`src/rtl/isa_io_target_if.sv`:
```
// ISA I/O target bus bundle: host-side strobes, DMA handshake and
// the local FIFO drain port.
interface isa_io_target_if;
    logic [15:0] address;
    logic        aen;
    logic        ior;
    logic        iow;
    logic [7:0]  data_in;
    logic [7:0]  data_out;
    logic        data_oe;
    logic        dack;
    logic        drq;
    logic        irq;
    logic [7:0]  local_rd_data;
    logic        local_rd_valid;
    logic        local_rd_ready;
    logic        local_irq_req;

    modport slave (
        input  address, aen, ior, iow, data_in, dack,
        input  local_rd_ready, local_irq_req,
        output data_out, data_oe, drq, irq,
        output local_rd_data, local_rd_valid
    );

    modport master (
        output address, aen, ior, iow, data_in, dack,
        output local_rd_ready, local_irq_req,
        input  data_out, data_oe, drq, irq,
        input  local_rd_data, local_rd_valid
    );
endinterface

```
`src/rtl/isa_io_target.sv`:
```
// ISA I/O-slave responder: 16-byte register window, PIO/DMA byte
// intake into a local FIFO, IRQ on terminal count or local request.
module isa_io_target #(
    parameter logic [15:0] BASE_ADDR   = 16'h0220,
    parameter int          FIFO_DEPTH  = 16,
    parameter int          SYNC_STAGES = 2
) (
    input logic            clk,
    input logic            reset_n,
    isa_io_target_if.slave bus
);
    localparam int AW = $clog2(FIFO_DEPTH);
    localparam int CW = AW + 1;
    localparam int SW = 20;
    localparam logic [SW-1:0] SYNC_RST = {16'h0000, 4'b1111};

    typedef enum logic [1:0] {IDLE, IO_RD, IO_WR, DMA_WR} cyc_t;

    logic [SW-1:0]          sync_q [SYNC_STAGES];
    logic [SYNC_STAGES-1:0] sync_vld;
    logic [15:0]            addr_s;
    logic                   aen_s, ior_s, iow_s, dack_s, sync_ok;
    logic                   ior_d, iow_d, ior_arm, iow_arm;
    logic                   ior_fall, ior_rise, iow_fall, iow_rise;
    logic                   sel, dma_sel;

    cyc_t state, state_n;
    logic rd_start, rd_end, wr_done, dma_done, cyc_dma;

    logic [3:0]  off_q;
    logic [1:0]  ctrl;
    logic [7:0]  cnt_lo, cnt_hi, scratch;
    logic        irq_pending, overflow, dma_active;
    logic [16:0] remaining;
    logic [7:0]  status, level, rd_mux;
    logic [8:0]  cnt9;
    logic        ack, dma_tc;
    logic [7:0]  data_out_q;
    logic        data_oe_q;

    logic [7:0]    mem [FIFO_DEPTH];
    logic [AW-1:0] wr_ptr, rd_ptr;
    logic [CW-1:0] count;
    logic          full, empty, pop, push_req, fifo_clr;
    logic          push_ok, pop_ok, drop;

    always_ff @(posedge clk or negedge reset_n) begin
        if (!reset_n) begin
            for (int i = 0; i < SYNC_STAGES; i++) sync_q[i] <= SYNC_RST;
            sync_vld <= '0;
        end else begin
            sync_q[0]   <= {bus.address, bus.aen, bus.ior, bus.iow, bus.dack};
            sync_vld[0] <= 1'b1;
            for (int i = 1; i < SYNC_STAGES; i++) begin
                sync_q[i]   <= sync_q[i-1];
                sync_vld[i] <= sync_vld[i-1];
            end
        end
    end

    assign {addr_s, aen_s, ior_s, iow_s, dack_s} = sync_q[SYNC_STAGES-1];
    assign sync_ok = sync_vld[SYNC_STAGES-1];

    // A strobe only arms once it has been seen high after reset.
    always_ff @(posedge clk or negedge reset_n) begin
        if (!reset_n) begin
            ior_d   <= 1'b1;
            iow_d   <= 1'b1;
            ior_arm <= 1'b0;
            iow_arm <= 1'b0;
        end else begin
            ior_d   <= ior_s;
            iow_d   <= iow_s;
            ior_arm <= ior_arm | (sync_ok & ior_s);
            iow_arm <= iow_arm | (sync_ok & iow_s);
        end
    end

    assign ior_fall = ior_arm & ior_d & ~ior_s;
    assign ior_rise = ~ior_d & ior_s;
    assign iow_fall = iow_arm & iow_d & ~iow_s;
    assign iow_rise = ~iow_d & iow_s;
    assign sel      = !aen_s && (addr_s[15:4] == BASE_ADDR[15:4]);
    assign dma_sel  = aen_s && !dack_s;

    always_ff @(posedge clk or negedge reset_n) begin
        if (!reset_n) state <= IDLE;
        else          state <= state_n;
    end

    always_comb begin
        state_n = state;
        unique case (state)
            IDLE: begin
                if (ior_fall && sel)          state_n = IO_RD;
                else if (iow_fall && sel)     state_n = IO_WR;
                else if (iow_fall && dma_sel) state_n = DMA_WR;
            end
            IO_RD:   if (ior_rise) state_n = IDLE;
            IO_WR:   if (iow_rise) state_n = IDLE;
            DMA_WR:  if (iow_rise) state_n = IDLE;
            default: state_n = IDLE;
        endcase
    end

    always_comb begin
        rd_start = (state == IDLE) && ior_fall && sel;
        rd_end   = (state == IO_RD) && ior_rise;
        wr_done  = (state == IO_WR) && iow_rise;
        dma_done = (state == DMA_WR) && iow_rise;
        cyc_dma  = (state == DMA_WR);
    end

    assign cnt9   = 9'(count);
    assign level  = cnt9[8] ? 8'hFF : cnt9[7:0];
    assign status = {3'b000, dma_active, overflow, irq_pending, full, empty};
    assign ack    = rd_start && (addr_s[3:0] == 4'h6);
    assign dma_tc = dma_done && dma_active && (remaining == 17'd1);

    always_comb begin
        rd_mux = 8'hFF;
        case (addr_s[3:0])
            4'h0:       rd_mux = {6'b000000, ctrl};
            4'h1, 4'h6: rd_mux = status;
            4'h2:       rd_mux = 8'h00;
            4'h3:       rd_mux = level;
            4'h4:       rd_mux = cnt_lo;
            4'h5:       rd_mux = cnt_hi;
            4'h7:       rd_mux = scratch;
            default:    rd_mux = 8'hFF;
        endcase
    end

    always_ff @(posedge clk or negedge reset_n) begin
        if (!reset_n) begin
            off_q       <= '0;
            ctrl        <= '0;
            cnt_lo      <= '0;
            cnt_hi      <= '0;
            scratch     <= '0;
            dma_active  <= 1'b0;
            remaining   <= '0;
            irq_pending <= 1'b0;
            overflow    <= 1'b0;
            data_oe_q   <= 1'b0;
            data_out_q  <= '0;
        end else begin
            if (state == IDLE) off_q <= addr_s[3:0];
            if (wr_done) begin
                case (off_q)
                    4'h0:    ctrl    <= bus.data_in[1:0];
                    4'h4:    cnt_lo  <= bus.data_in;
                    4'h5:    cnt_hi  <= bus.data_in;
                    4'h7:    scratch <= bus.data_in;
                    default: ;
                endcase
            end
            if (wr_done && off_q == 4'h0 && !bus.data_in[1]) begin
                dma_active <= 1'b0;
            end else if (wr_done && off_q == 4'h5 && ctrl[1]) begin
                remaining  <= 17'({bus.data_in, cnt_lo}) + 17'd1;
                dma_active <= 1'b1;
            end else if (dma_done && dma_active) begin
                remaining <= remaining - 17'd1;
                if (remaining == 17'd1) dma_active <= 1'b0;
            end
            if (local_irq_set()) irq_pending <= 1'b1;
            else if (ack)        irq_pending <= 1'b0;
            if (drop)     overflow <= 1'b1;
            else if (ack) overflow <= 1'b0;
            if (rd_start) begin
                data_oe_q  <= 1'b1;
                data_out_q <= rd_mux;
            end else if (rd_end) begin
                data_oe_q  <= 1'b0;
                data_out_q <= '0;
            end
        end
    end

    function automatic logic local_irq_set();
        return bus.local_irq_req || (dma_tc && ctrl[0]);
    endfunction

    assign pop      = !empty && bus.local_rd_ready;
    assign push_req = (wr_done && off_q == 4'h2) || dma_done;
    assign fifo_clr = wr_done && off_q == 4'h0 && bus.data_in[2];
    assign push_ok  = push_req && (!full || pop) && !fifo_clr;
    assign drop     = push_req && full && !pop && !fifo_clr;
    assign pop_ok   = pop && !fifo_clr;
    assign full     = (count == CW'(FIFO_DEPTH));
    assign empty    = (count == '0);

    always_ff @(posedge clk) begin
        if (push_ok) mem[wr_ptr] <= bus.data_in;
    end

    always_ff @(posedge clk or negedge reset_n) begin
        if (!reset_n) begin
            wr_ptr <= '0;
            rd_ptr <= '0;
            count  <= '0;
        end else if (fifo_clr) begin
            wr_ptr <= '0;
            rd_ptr <= '0;
            count  <= '0;
        end else begin
            if (push_ok) wr_ptr <= wr_ptr + AW'(1);
            if (pop_ok)  rd_ptr <= rd_ptr + AW'(1);
            if (push_ok && !pop_ok)      count <= count + CW'(1);
            else if (pop_ok && !push_ok) count <= count - CW'(1);
        end
    end

    assign bus.data_out       = data_out_q;
    assign bus.data_oe        = data_oe_q;
    assign bus.drq            = dma_active && !full && !cyc_dma;
    assign bus.irq            = irq_pending && ctrl[0];
    assign bus.local_rd_valid = !empty;
    assign bus.local_rd_data  = empty ? 8'h00 : mem[rd_ptr];
endmodule

```
`src/flat_wrapper.sv`:
```
// flat-port wrapper written by rule: the top's interface ports become plain ports
module isa_io_target_flat 
#(
    parameter logic [15:0] BASE_ADDR   = 16'h0220,
    parameter int          FIFO_DEPTH  = 16,
    parameter int          SYNC_STAGES = 2
)
  (clk, reset_n, bus_address, bus_aen, bus_ior, bus_iow, bus_data_in, bus_dack, bus_local_rd_ready, bus_local_irq_req, bus_data_out, bus_data_oe, bus_drq, bus_irq, bus_local_rd_data, bus_local_rd_valid);
  isa_io_target_if bus_i ();
  input logic clk;
  input logic reset_n;
  input wire logic [$bits(bus_i.address)-1:0] bus_address;
  input wire logic [$bits(bus_i.aen)-1:0] bus_aen;
  input wire logic [$bits(bus_i.ior)-1:0] bus_ior;
  input wire logic [$bits(bus_i.iow)-1:0] bus_iow;
  input wire logic [$bits(bus_i.data_in)-1:0] bus_data_in;
  input wire logic [$bits(bus_i.dack)-1:0] bus_dack;
  input wire logic [$bits(bus_i.local_rd_ready)-1:0] bus_local_rd_ready;
  input wire logic [$bits(bus_i.local_irq_req)-1:0] bus_local_irq_req;
  output wire logic [$bits(bus_i.data_out)-1:0] bus_data_out;
  output wire logic [$bits(bus_i.data_oe)-1:0] bus_data_oe;
  output wire logic [$bits(bus_i.drq)-1:0] bus_drq;
  output wire logic [$bits(bus_i.irq)-1:0] bus_irq;
  output wire logic [$bits(bus_i.local_rd_data)-1:0] bus_local_rd_data;
  output wire logic [$bits(bus_i.local_rd_valid)-1:0] bus_local_rd_valid;
  assign bus_i.address = bus_address;
  assign bus_i.aen = bus_aen;
  assign bus_i.ior = bus_ior;
  assign bus_i.iow = bus_iow;
  assign bus_i.data_in = bus_data_in;
  assign bus_i.dack = bus_dack;
  assign bus_i.local_rd_ready = bus_local_rd_ready;
  assign bus_i.local_irq_req = bus_local_irq_req;
  assign bus_data_out = bus_i.data_out;
  assign bus_data_oe = bus_i.data_oe;
  assign bus_drq = bus_i.drq;
  assign bus_irq = bus_i.irq;
  assign bus_local_rd_data = bus_i.local_rd_data;
  assign bus_local_rd_valid = bus_i.local_rd_valid;
  isa_io_target #(.BASE_ADDR(BASE_ADDR), .FIFO_DEPTH(FIFO_DEPTH), .SYNC_STAGES(SYNC_STAGES)) u_core (.clk(clk), .reset_n(reset_n), .bus(bus_i));
endmodule
```
`config.mk`:
```
export PLATFORM = sky130hd
export DESIGN_NAME = isa_io_target_flat
export DESIGN_NICKNAME = d
export VERILOG_FILES = /design/src/rtl/isa_io_target_if.sv /design/src/rtl/isa_io_target.sv /design/src/flat_wrapper.sv
export SDC_FILE = /design/constraint.sdc
export NUM_CORES = 1
export LEC_CHECK = 0
export ABC_AREA = 1
export CORE_MARGIN = 2
export CORE_UTILIZATION = 46
export DETAILED_ROUTE_END_ITERATION = 8
export GPL_TIMING_DRIVEN = 0
export SKIP_CTS_REPAIR_TIMING = 1
export SKIP_LAST_GASP = 1
export SLEW_MARGIN = 40
export SYNTH_ARGS = -nofsm -noshare
export SYNTH_HDL_FRONTEND = slang
export SYNTH_SLANG_ARGS = --single-unit
export TNS_END_PERCENT = 30
```
`constraint.sdc`:
```
create_clock -name clk -period 3.57 [get_ports clk]
set_clock_uncertainty 0.2 [all_clocks]
set_input_delay 0.714 -clock clk [delete_from_list [all_inputs] [get_ports clk]]
set_output_delay 0.714 -clock clk [all_outputs]
set_load 0.1 [all_outputs]
```
==> results.py <==
metrics = {
    "logic_synthesis": {
        "synth.cell_area_um2": 11000,
        "yosysWarningCount": 0,
        "yosysUniqueCellTypes": 41,
        "ys.flop_type": "edfxtp_1",
        "syn_inst": 1139,
        "avgSynthCellArea_um2": 9.64,
        "ys_ff_latch": 248,
        "async_flop_share_pct": 48.4,
        "synth.net_count": 1185,
        "ys_seq_area_share_pct": 62.4,
        "synth_edf_count": 128,
    },
    "worst_setup_path": {
        "slowest_stage": "clkbuf_1",
        "critical_path_class": "flop to output port",
        "cp.arrival_ns": 2.56,
        "worstReg2RegStart": "u_core.iow_s",
        "crit_path_start_kind": "flop",
        "cp_slowest_stage_delay_ns": 0.49,
        "worstRegToRegCells": 13,
        "r2r_end": "u_core.count[4]",
        "endpoint_kind": "output port",
        "crit_path_end": "bus_local_rd_data[3]",
        "worstPathMaxFanout": 10,
        "critPathLaunch": "u_core.rd_ptr[1]",
        "required_ns": 2.66,
        "reg2reg_slack_ns": 0.47,
        "cp_cell_sequence": "buf_2 > clkbuf_1 > o21ai_0 > nor2_1 > o31ai_1 > a21oi_2 > clkbuf_4",
    },
    "clocking": {
        "numCtsBuffers": 27,
        "htree_levels": 1,
        "clkTransAtPathRegs_ns": 0.06,
        "clock-root-buffer": "clkbuf_16",
        "cts_buffer_depth": 3,
        "cts_tree": "yes",
        "clock_latency_ns": 0.53,
        "cts_sinks": 248,
    },
    "flow_run": {
        "drv_cap": 0,
    },
    "final_layout": {
        "final_cell_mix": "nand2_1, edfxtp_1, nand3_1, dfrtp_1, nor2_1",
        "fillCellCount": 2106,
        "final_common_cell": "nand2_1",
        "finalNetCount": 1267,
        "area.growth.synth_to_final_pct": 16.6,
        "antenna_cells": 0,
        "drive_gt1_share_pct": 10.6,
    },
    "status": {
        "run_status": "completed",
    },
    "grt": {
        "grt_max_degree": 69,
        "antenna_found_initial": 0,
        "overflow": 0,
        "grt_pass1_wl_um": 43400,
        "grt_pass1_vias": 7757,
        "grt_use_total_pct": 22.9,
    },
    "timing": {
        "setup_viol": 0,
        "rsz0062_at_grt": "yes",
        "slew_headroom_pct": 43.6,
        "min_period_over_period_pct": 97.3,
        "setup_slack_ns": 0.0947,
        "whs_ns": 0.142,
        "max_freq_ghz": 0.288,
        "timing.setup.tns_ns": 0,
        "tightest_slew_ns": 0.843,
        "hold_viol": 0,
        "fin_crit_ns": 3.48,
        "slew_viol_final": 0,
    },
    "route": {
        "dr.pass1.iters": 5,
        "wire_per_inst_um": 17.8,
        "wirelength_um": 27800,
        "drtAntennaViolNets": 0,
        "dr_total_vias": 8123,
        "first_iter_violations": 670,
        "drc": 0,
        "routed_via_density": 5.21,
    },
    "pwr": {
        "p_leak_nw": 5.54,
        "power_density_nw_per_um2": 787,
        "total_power_mw": 10.1,
        "irDropWorstVdd_uv": 752,
    },
    "min_path": {
        "hold_class": "flop to flop",
        "min-delay-start": "u_core.sync_q[29]",
    },
    "placement": {
        "port_buffers": 51,
        "globalplace.congestion": 0.872,
        "pre_cts_ws_ns": 0.164,
        "dpl.hpwl_um": 19100,
    },
    "floorplanning": {
        "die_h_um": 159,
        "row_count": 56,
        "die-area_um2": 25100,
        "die_x_um": 159,
        "io_pins": 52,
        "initial_utilization_pct": 46.8,
        "core_area_um2": 23500,
    },
}
==> cell usage after synthesis (2+ instances only) <==
cell type,count,area (µm²)
nand2_1,344,1290
edfxtp_1,128,3840
nand3_1,125,626
dfrtp_1,110,2750
nor2_1,105,394
inv_1,78,293
o21ai_0,77,385
a21oi_1,32,160
buf_2,17,85.1
clkbuf_1,13,48.8
ha_1,13,163
xor2_1,11,96.3
dfstp_2,10,263
nand4_1,9,56.3
o31ai_1,8,60.1
xnor2_1,7,61.3
o211ai_1,6,45.0
o21ai_1,6,30.0
nor3_1,5,25.0
buf_6,4,45.0
clkinv_1,4,15.0
o22ai_1,4,25.0
nand3_2,2,20.0
nand3_4,2,35.0
nor2_4,2,22.5
or2_2,2,12.5
==> where the power goes <==
group,internal [mW],total [mW],switching [mW]
clock,1.83,2.94,1.11
combinational,1.00,3.71,2.71
sequential,3.24,3.44,0.198
total,6.07,10.1,4.01
==> stage by stage <==
stage	std cells	area, µm²	util, %
floorplan	1139	11000	-
global placement	1509	11900	50.8
detailed placement	1510	11800	50.4
CTS	1558	12800	54.4
global route	1559	12800	54.6
finish	1559	12800	54.6
==> layer usage <==
metal / GRT usage, % / up-vias / wire length [µm]
met5: 0 / - / 0
met4: 7.12 / 0 / 777
met3: 3.38 / 52 / 1480
met2: 38.7 / 223 / 13300
met1: 30.7 / 3871 / 12200
li1: - / 3977 / -
==> logic make-up after synthesis <==
family | share of synthesized area (%)
AND/OR/NAND/NOR | 23.2
flip-flops | 62.4
AO/OA/AOI/OAI | 6.78
buffers and inverters | 4.50
XOR/XNOR | 1.44
adder cells (fa/ha/maj) | 1.66
other | 0.0341
==> layout make-up <==
cell class | count | area (µm²) | share of cell area [%]
buffer | 35 | 189 | 1.47
clock buffer | 38 | 757 | 5.91
clock inverter | 10 | 178 | 1.39
inverter | 82 | 308 | 2.40
multi-input combinational | 774 | 3670 | 28.7
sequential | 248 | 6860 | 53.5
tap | 319 | 399 | 3.12
timing repair buffer | 53 | 448 | 3.50
==> state kept, by name (all words and copies together), names as in the netlist, 2 cells and up <==
name / count
u_core.mem: 128
u_core.sync_q: 20
u_core.remaining: 17
u_core.addr_s: 16
u_core.bus.data_out: 8
u_core.cnt_hi: 8
u_core.cnt_lo: 8
u_core.scratch: 8
u_core.count: 5
u_core.off_q: 4
u_core.rd_ptr: 4
u_core.wr_ptr: 4
u_core.ctrl: 2
u_core.state: 2
u_core.sync_vld: 2
==> worst min-delay path by stage <==
stage                                   end  slack [ns]  cells past startpoint
final                      u_core.addr_s[5]        0.14                      0
after global routing       u_core.addr_s[5]        0.15                      0
after CTS                 u_core.sync_q[38]       -0.06                      1
after detailed placement  u_core.addr_s[12]        0.13                      0
after global placement     u_core.addr_s[0]        0.13                      0
after floorplan            u_core.addr_s[0]        0.13                      0
==> worst max-delay path, delay by kind of cell (launching register included) <==
family	cells	cell delay [ns]
simple gates	1	0.20
compound gates	3	0.45
flops	1	0.34
buf+inv	3	1.04
(Power assumes the default switching activity.)
